## src/rtl/wino_pkg.sv

```systemverilog
// Shared constants, FSM states and tile payload for the Winograd output accumulator.
package wino_pkg;

  localparam int unsigned LANES  = 16;
  localparam int unsigned LANE_W = 32;
  localparam int unsigned ADDR_W = 7;
  localparam int unsigned DEPTH  = 128;
  localparam int unsigned DATA_W = LANES * LANE_W;
  localparam int unsigned MEM_AW = 8;

  typedef enum logic [1:0] {
    IDLE  = 2'd0,
    DRAIN = 2'd1,
    CLEAR = 2'd2
  } accum_state_t;

  typedef struct packed {
    logic [ADDR_W-1:0] addr;
    logic [DATA_W-1:0] data;
    logic              first;
    logic              last;
  } tile_t;

endpackage

```

## src/rtl/sat_lane_add.sv

```systemverilog
// One signed lane: a + b computed in 33 bits, clamped to the 32-bit signed range.
module sat_lane_add
  import wino_pkg::*;
(
  input  logic [LANE_W-1:0] i_a,
  input  logic [LANE_W-1:0] i_b,
  output logic [LANE_W-1:0] o_sum_c,
  output logic              o_sat_c
);

  logic [LANE_W:0] w_wide;

  assign w_wide  = {i_a[LANE_W-1], i_a} + {i_b[LANE_W-1], i_b};
  // Overflow shows up as disagreement between the two top bits of the wide sum.
  assign o_sat_c = w_wide[LANE_W] ^ w_wide[LANE_W-1];

  always_comb begin
    o_sum_c = w_wide[LANE_W-1:0];
    if (o_sat_c) begin
      o_sum_c = w_wide[LANE_W] ? {1'b1, {(LANE_W-1){1'b0}}} : {1'b0, {(LANE_W-1){1'b1}}};
    end
  end

endmodule

```

## src/rtl/output_accum_writeback.sv

```systemverilog
// Read-modify-write accumulator in front of the output memory, with
// same-address forwarding and a memory clear sequencer.
module output_accum_writeback
  import wino_pkg::*;
(
  input  logic              clk,
  input  logic              reset,
  input  logic              in_valid,
  output logic              in_ready,
  input  logic [ADDR_W-1:0] in_addr,
  input  logic [DATA_W-1:0] in_data,
  input  logic              in_first,
  input  logic              in_last,
  input  logic              clear_start,
  output logic              clear_done,
  output logic [MEM_AW-1:0] mem_rd_addr,
  output logic              mem_rd_valid,
  input  logic [DATA_W-1:0] mem_rd_data,
  output logic [MEM_AW-1:0] mem_wr_addr,
  output logic              mem_wr_valid,
  output logic [DATA_W-1:0] mem_wr_data,
  output logic [15:0]       tiles_done,
  output logic              sat_flag,
  output logic              busy
);

  accum_state_t      r_state;
  logic              r_in_ready;
  logic              r_clear_done;
  logic [ADDR_W-1:0] r_clr_cnt;
  logic [15:0]       r_tiles_done;
  logic              r_sat_flag;

  tile_t             r_s1;
  logic              r_s1_valid;
  logic              r_s2_valid;
  logic [ADDR_W-1:0] r_s2_addr;
  logic [DATA_W-1:0] r_s2_data;
  logic              r_s2_last;
  logic              r_h_valid;
  logic [ADDR_W-1:0] r_h_addr;
  logic [DATA_W-1:0] r_h_data;

  logic              w_accept;
  logic              w_clear_go;
  logic [DATA_W-1:0] w_old;
  logic [DATA_W-1:0] w_sum;
  logic [LANES-1:0]  w_lane_sat;
  logic              w_any_sat;

  assign w_accept   = in_valid & r_in_ready;
  assign w_clear_go = (r_state == IDLE) & clear_start;
  assign w_any_sat  = r_s1_valid & (|w_lane_sat);

  // Read is issued in the accept cycle so data lands while the tile sits in S1.
  assign mem_rd_valid = w_accept;
  assign mem_rd_addr  = w_accept ? {1'b0, in_addr} : '0;

  assign mem_wr_valid = r_s2_valid | (r_state == CLEAR);
  assign mem_wr_addr  = (r_state == CLEAR) ? {1'b0, r_clr_cnt} : {1'b0, r_s2_addr};
  assign mem_wr_data  = r_s2_data;

  assign in_ready   = r_in_ready;
  assign clear_done = r_clear_done;
  assign tiles_done = r_tiles_done;
  assign sat_flag   = r_sat_flag;
  assign busy       = r_s1_valid | r_s2_valid | (r_state != IDLE);

  // Memory reads lag writes by a cycle, so recent in-flight sums win over mem_rd_data.
  always_comb begin
    w_old = mem_rd_data;
    if (r_s1.first) begin
      w_old = '0;
    end else if (r_s2_valid && (r_s2_addr == r_s1.addr)) begin
      w_old = r_s2_data;
    end else if (r_h_valid && (r_h_addr == r_s1.addr)) begin
      w_old = r_h_data;
    end
  end

  for (genvar g = 0; g < LANES; g++) begin : g_lane
    sat_lane_add u_lane (
      .i_a     (w_old[g*LANE_W +: LANE_W]),
      .i_b     (r_s1.data[g*LANE_W +: LANE_W]),
      .o_sum_c (w_sum[g*LANE_W +: LANE_W]),
      .o_sat_c (w_lane_sat[g])
    );
  end

  always_ff @(posedge clk or negedge reset) begin
    if (!reset) begin
      r_s1       <= '0;
      r_s1_valid <= 1'b0;
      r_s2_valid <= 1'b0;
      r_s2_addr  <= '0;
      r_s2_data  <= '0;
      r_s2_last  <= 1'b0;
      r_h_valid  <= 1'b0;
      r_h_addr   <= '0;
      r_h_data   <= '0;
    end else begin
      r_s1_valid <= w_accept;
      r_s1       <= w_accept ? tile_t'{addr: in_addr, data: in_data, first: in_first, last: in_last}
                             : '0;
      r_s2_valid <= r_s1_valid;
      r_s2_addr  <= r_s1_valid ? r_s1.addr : '0;
      r_s2_data  <= r_s1_valid ? w_sum : '0;
      r_s2_last  <= r_s1_valid & r_s1.last;
      r_h_valid  <= r_s2_valid & ~w_clear_go;
      r_h_addr   <= r_s2_addr;
      r_h_data   <= r_s2_data;
    end
  end

  // Control FSM plus the counters and flags it owns.
  always_ff @(posedge clk or negedge reset) begin
    if (!reset) begin
      r_state      <= IDLE;
      r_in_ready   <= 1'b0;
      r_clear_done <= 1'b0;
      r_clr_cnt    <= '0;
      r_tiles_done <= '0;
      r_sat_flag   <= 1'b0;
    end else begin
      r_clear_done <= 1'b0;
      if (r_s2_valid && r_s2_last) begin
        r_tiles_done <= r_tiles_done + 16'd1;
      end
      if (w_clear_go) begin
        r_sat_flag <= 1'b0;
      end else if (w_any_sat) begin
        r_sat_flag <= 1'b1;
      end
      case (r_state)
        IDLE: begin
          r_in_ready <= 1'b1;
          if (clear_start) begin
            r_in_ready <= 1'b0;
            r_state    <= (w_accept || r_s1_valid || r_s2_valid) ? DRAIN : CLEAR;
          end
        end
        DRAIN: begin
          r_in_ready <= 1'b0;
          if (!r_s1_valid && !r_s2_valid) begin
            r_state <= CLEAR;
          end
        end
        CLEAR: begin
          r_clr_cnt <= r_clr_cnt + ADDR_W'(1);
          if (r_clr_cnt == ADDR_W'(DEPTH - 1)) begin
            r_clr_cnt    <= '0;
            r_clear_done <= 1'b1;
            r_in_ready   <= 1'b1;
            r_state      <= IDLE;
          end
        end
        default: begin
          r_in_ready <= 1'b0;
          r_state    <= IDLE;
        end
      endcase
    end
  end

endmodule

```

## config.mk

```make
export PLATFORM = sky130hd
export DESIGN_NAME = output_accum_writeback
export DESIGN_NICKNAME = d
export VERILOG_FILES = /design/src/rtl/wino_pkg.sv /design/src/rtl/sat_lane_add.sv /design/src/rtl/output_accum_writeback.sv
export SDC_FILE = /design/constraint.sdc
export NUM_CORES = 2
export LEC_CHECK = 0
export CORE_AREA = 10 10 618 620
export DETAILED_ROUTE_END_ITERATION = 10
export DIE_AREA = 0 0 628 630
export GPL_TIMING_DRIVEN = 0
export HOLD_SLACK_MARGIN = 0.15
export PLACE_DENSITY = 0.45
export RECOVER_POWER = 50
export SLEW_MARGIN = 30
export SYNTH_ARGS = -nofsm -noshare
export SYNTH_HDL_FRONTEND = slang
export SYNTH_SLANG_ARGS = --single-unit
export TNS_END_PERCENT = 1
```

## constraint.sdc

```tcl
create_clock -name clk -period 7.6 [get_ports clk]
set_input_delay 0.76 -clock clk [delete_from_list [all_inputs] [get_ports clk]]
set_output_delay 0.76 -clock clk [all_outputs]
set_load 0.02 [all_outputs]
```

==> results.json <==
{
  "outcome": "finished with violations",
  "gr-total-overflow": 0,
  "cp-end-kind": "flip-flop",
  "die_x_um": 628,
  "grt_pass1_vias": 75819,
  "critPathLaunchType": "flip-flop",
  "rsz0062_at_grt": "true",
  "via_count": 73006,
  "finalWirelength_um": 462000,
  "synthCells": 8119,
  "ys_ff_latch": 1591,
  "hold-worst-slack_ns": 0.396,
  "hold_viol": 0,
  "seq_area_frac_synth_pct": 46.8,
  "maxSlewViolCount": 466,
  "vdd_ir_drop_max_mv": 0.204,
  "setup_viol": 0,
  "grt_max_degree": 123,
  "path_class": "flip-flop to flip-flop",
  "via_per_inst": 4.81,
  "grt_antenna_before_repair": 265,
  "io_buffers": 1583,
  "initial_core_util_pct": 23.1,
  "crit_chain": "xor2_1 -> nor4_1 -> nand4_1 -> buf_4 -> clkbuf_2 -> buf_12 -> clkbuf_2 -> buf_16 -> clkbuf_1 -> a211oi_1 -> ha_1 -> nand4_1 -> nor2_1 -> or4b_2 -> a2111oi_2 -> o211ai_1 -> a21oi_1 -> a21o_1 -> a21oi_1 -> xnor2_1 -> ha_2 -> inv_1 -> clkbuf_1 -> a21boi_0",
  "hp-class": "flip-flop to flip-flop",
  "min_from": "mem_wr_data[8]$_DFF_PN0_",
  "numCtsBuffers": 204,
  "total_power_w": 0.0446,
  "hpwl_um": 383000,
  "rows": 223,
  "period_share_pct": 96.4,
  "synth-edff-count": 0,
  "drt_pass1_iterations": 6,
  "cpPeakStageDelay_ns": 0.66,
  "cts_buffer_depth": 4,
  "p_per_area_nw_per_um2": 384,
  "synthDistinctLibCells": 97,
  "die_h_um": 630,
  "ys_warn_count": 0,
  "r2r-start": "r_s1[514]$_DFF_PN0_",
  "cts.sinks": 1591,
  "drtIter0Drc": 4957,
  "ys_async_sr_fraction_pct": 100,
  "core-area_um2": 369000,
  "area_delta_synth_final_pct": 36.4,
  "ios": 1587,
  "drc": 0,
  "fin_crit_ns": 7.33,
  "max_slew_margin_pct": -257,
  "slowest_stage": "or4b_2",
  "cts.clk_slew.worst_paths_ns": 0.06,
  "nets": 11563,
  "ys.flop_type": "dfrtp_1",
  "routedWlPerCell_um": 30.4,
  "place.gp.congestion": 0.929,
  "h-tree-depth": 4,
  "timing.fmax_mhz": 136,
  "cap_violations": 6,
  "grt_util_all_layers_pct": 22.3,
  "drtAntennaViolNets": 0,
  "cts-root-buf": "clkbuf_16",
  "tritoncts": "yes",
  "worst_pin_slew_ns": 5.36,
  "violations": "capacitance limit, slew limit",
  "crit_required_ns": 8.37,
  "cp_max_fo": 10,
  "synth_area_um2": 85000,
  "cp.arrival_ns": 8.09,
  "grt_first_pass_wirelength_um": 633000,
  "finClkSkew_ns": 0.0666,
  "fin_tns_setup_ns": 0,
  "dieArea_um2": 396000,
  "drive_above_1_share_pct": 5.86,
  "syn_avg_cell_area_um2": 10.5,
  "p_leak_nw": 54.1,
  "holdPathStages": 0,
  "crit_start": "r_s1[514]$_DFF_PN0_",
  "clk_latency_ns": 0.90,
  "reg2reg_depth": 24
}
state kept, by name, summed over array words and instances (netlist names):
signal       flops
r_s2_addr        7
r_s1           521
r_s2_last        1
r_clr_cnt        7
clear_done       1
mem_wr_data    512
r_h_addr         7
tiles_done      16
r_h_valid        1
r_s1_valid       1
r_state          2
r_h_data       512
sat_flag         1
in_ready         1
r_s2_valid       1
worst max-delay path: cells and delay by family (launching register included):
kind / cells / cell delay, ns
compound gates: 7 / 2.02
buf+inv: 8 / 1.97
simple gates: 5 / 1.43
fa+ha+maj: 2 / 0.93
flops: 1 / 0.43
xor+xnor: 2 / 0.34
Yosys cell counts (57+ instances only):
cell,n,area (um^2)
a211oi_1,536,4020
a21boi_0,358,2690
a21o_1,272,2040
a21oi_1,426,2130
and3_1,584,3650
clkbuf_1,431,1620
dfrtp_1,1591,39800
ha_1,544,6810
inv_1,162,608
mux2i_1,515,5150
nand2_1,238,893
nand2b_1,99,619
nand3_1,95,475
nor2_1,698,2620
nor2b_1,61,382
o21a_1,139,1040
o21ai_0,239,1200
o21bai_1,57,428
xnor2_1,237,2080
xor2_1,242,2120
final cells by class:
type                    count  area [um^2]
fillers                 37737       253000
multi-input cells        5906        43100
flip-flops and latches   1591        39800
repair buffers           1644        17000
well taps                4950         6190
clock buffers             293         6000
plain buffers             455         1940
clock inverters            75         1050
inverters                 164          623
diodes                     92          230
timing repair:
item / 4_1_cts / 5_1_grt
pin swaps: 0 / 3
endpoints found under the setup margin: 320 / 389
gates resized for setup: 48 / 93
hold buffers: 1 / 0
hold endpoints to repair: 80 / 0
setup buffers: 0 / 3
power breakdown:
part / switching, W / total (W) / internal [W]
Sequential: 0.00189 / 0.0129 / 0.0110
Clock: 0.00414 / 0.0104 / 0.00622
Combinational: 0.0134 / 0.0213 / 0.00790
Total: 0.0195 / 0.0446 / 0.0251
cell usage in the layout, fill, tap and decap left out, drive strengths merged, types with 61 or more instances in the layout:
| cell | n |
|---|---|
| nand2b | 100 |
| a21o | 272 |
| o21ai | 257 |
| buf | 78 |
| o21a | 139 |
| diode | 92 |
| and3 | 586 |
| clkbuf | 726 |
| clkdlybuf4s50 | 1582 |
| a21oi | 428 |
| inv | 166 |
| ha | 544 |
| nand2 | 238 |
| a21boi | 388 |
| xnor2 | 237 |
| dfrtp | 1591 |
| nor2 | 698 |
| nand3 | 95 |
| mux2i | 515 |
| a211oi | 538 |
| xor2 | 242 |
| nor2b | 61 |
metrics by stage:
step	utilization, %	cell area (um^2)	setup slack (ns)	instances
6_report	31.5	116000	0.272	15170
5_1_grt	31.4	116000	-0.101	15148
4_1_cts	31.4	116000	-0.0397	15075
3_5_place_dp	29.4	109000	-1.16	14710
3_3_place_gp	29.0	107000	-71.55	14653
2_1_floorplan	-	85000	1.88	8120
path summary, 6_finish.rpt:
check	end	slack, ns
worst max-delay path	mem_wr_data[60]$_DFF_PN0_	0.27
worst min-delay path	r_h_data[8]$_DFF_PN0_	0.40
worst max register to register	mem_wr_data[60]$_DFF_PN0_	0.27
worst min register to register	r_h_data[8]$_DFF_PN0_	0.40
max in group asynchronous	r_h_data[246]$_DFF_PN0_	1.01
min in group asynchronous	r_h_data[460]$_DFF_PN0_	0.42
per-layer routing:
metal	track usage (%)	part of all wire, %
met5	0	0.048
met4	7.89	3.9
met3	6.96	7.8
met2	37.3	47
met1	27.0	41
logic make-up (layout without fill, tap and decap cells):
family | after synthesis | after routing | share of synthesized area, %
compound gates | 2344 | 2344 | 19.0
simple gates | 2005 | 2005 | 11.9
flops | 1591 | 1591 | 46.8
buf+inv | 623 | 2631 | 2.84
fa+ha+maj | 560 | 560 | 8.39
mux | 516 | 516 | 6.08
xor+xnor | 479 | 479 | 4.94
other cells | 1 | 94 | 0.00441
(Power assumes the default switching activity.)
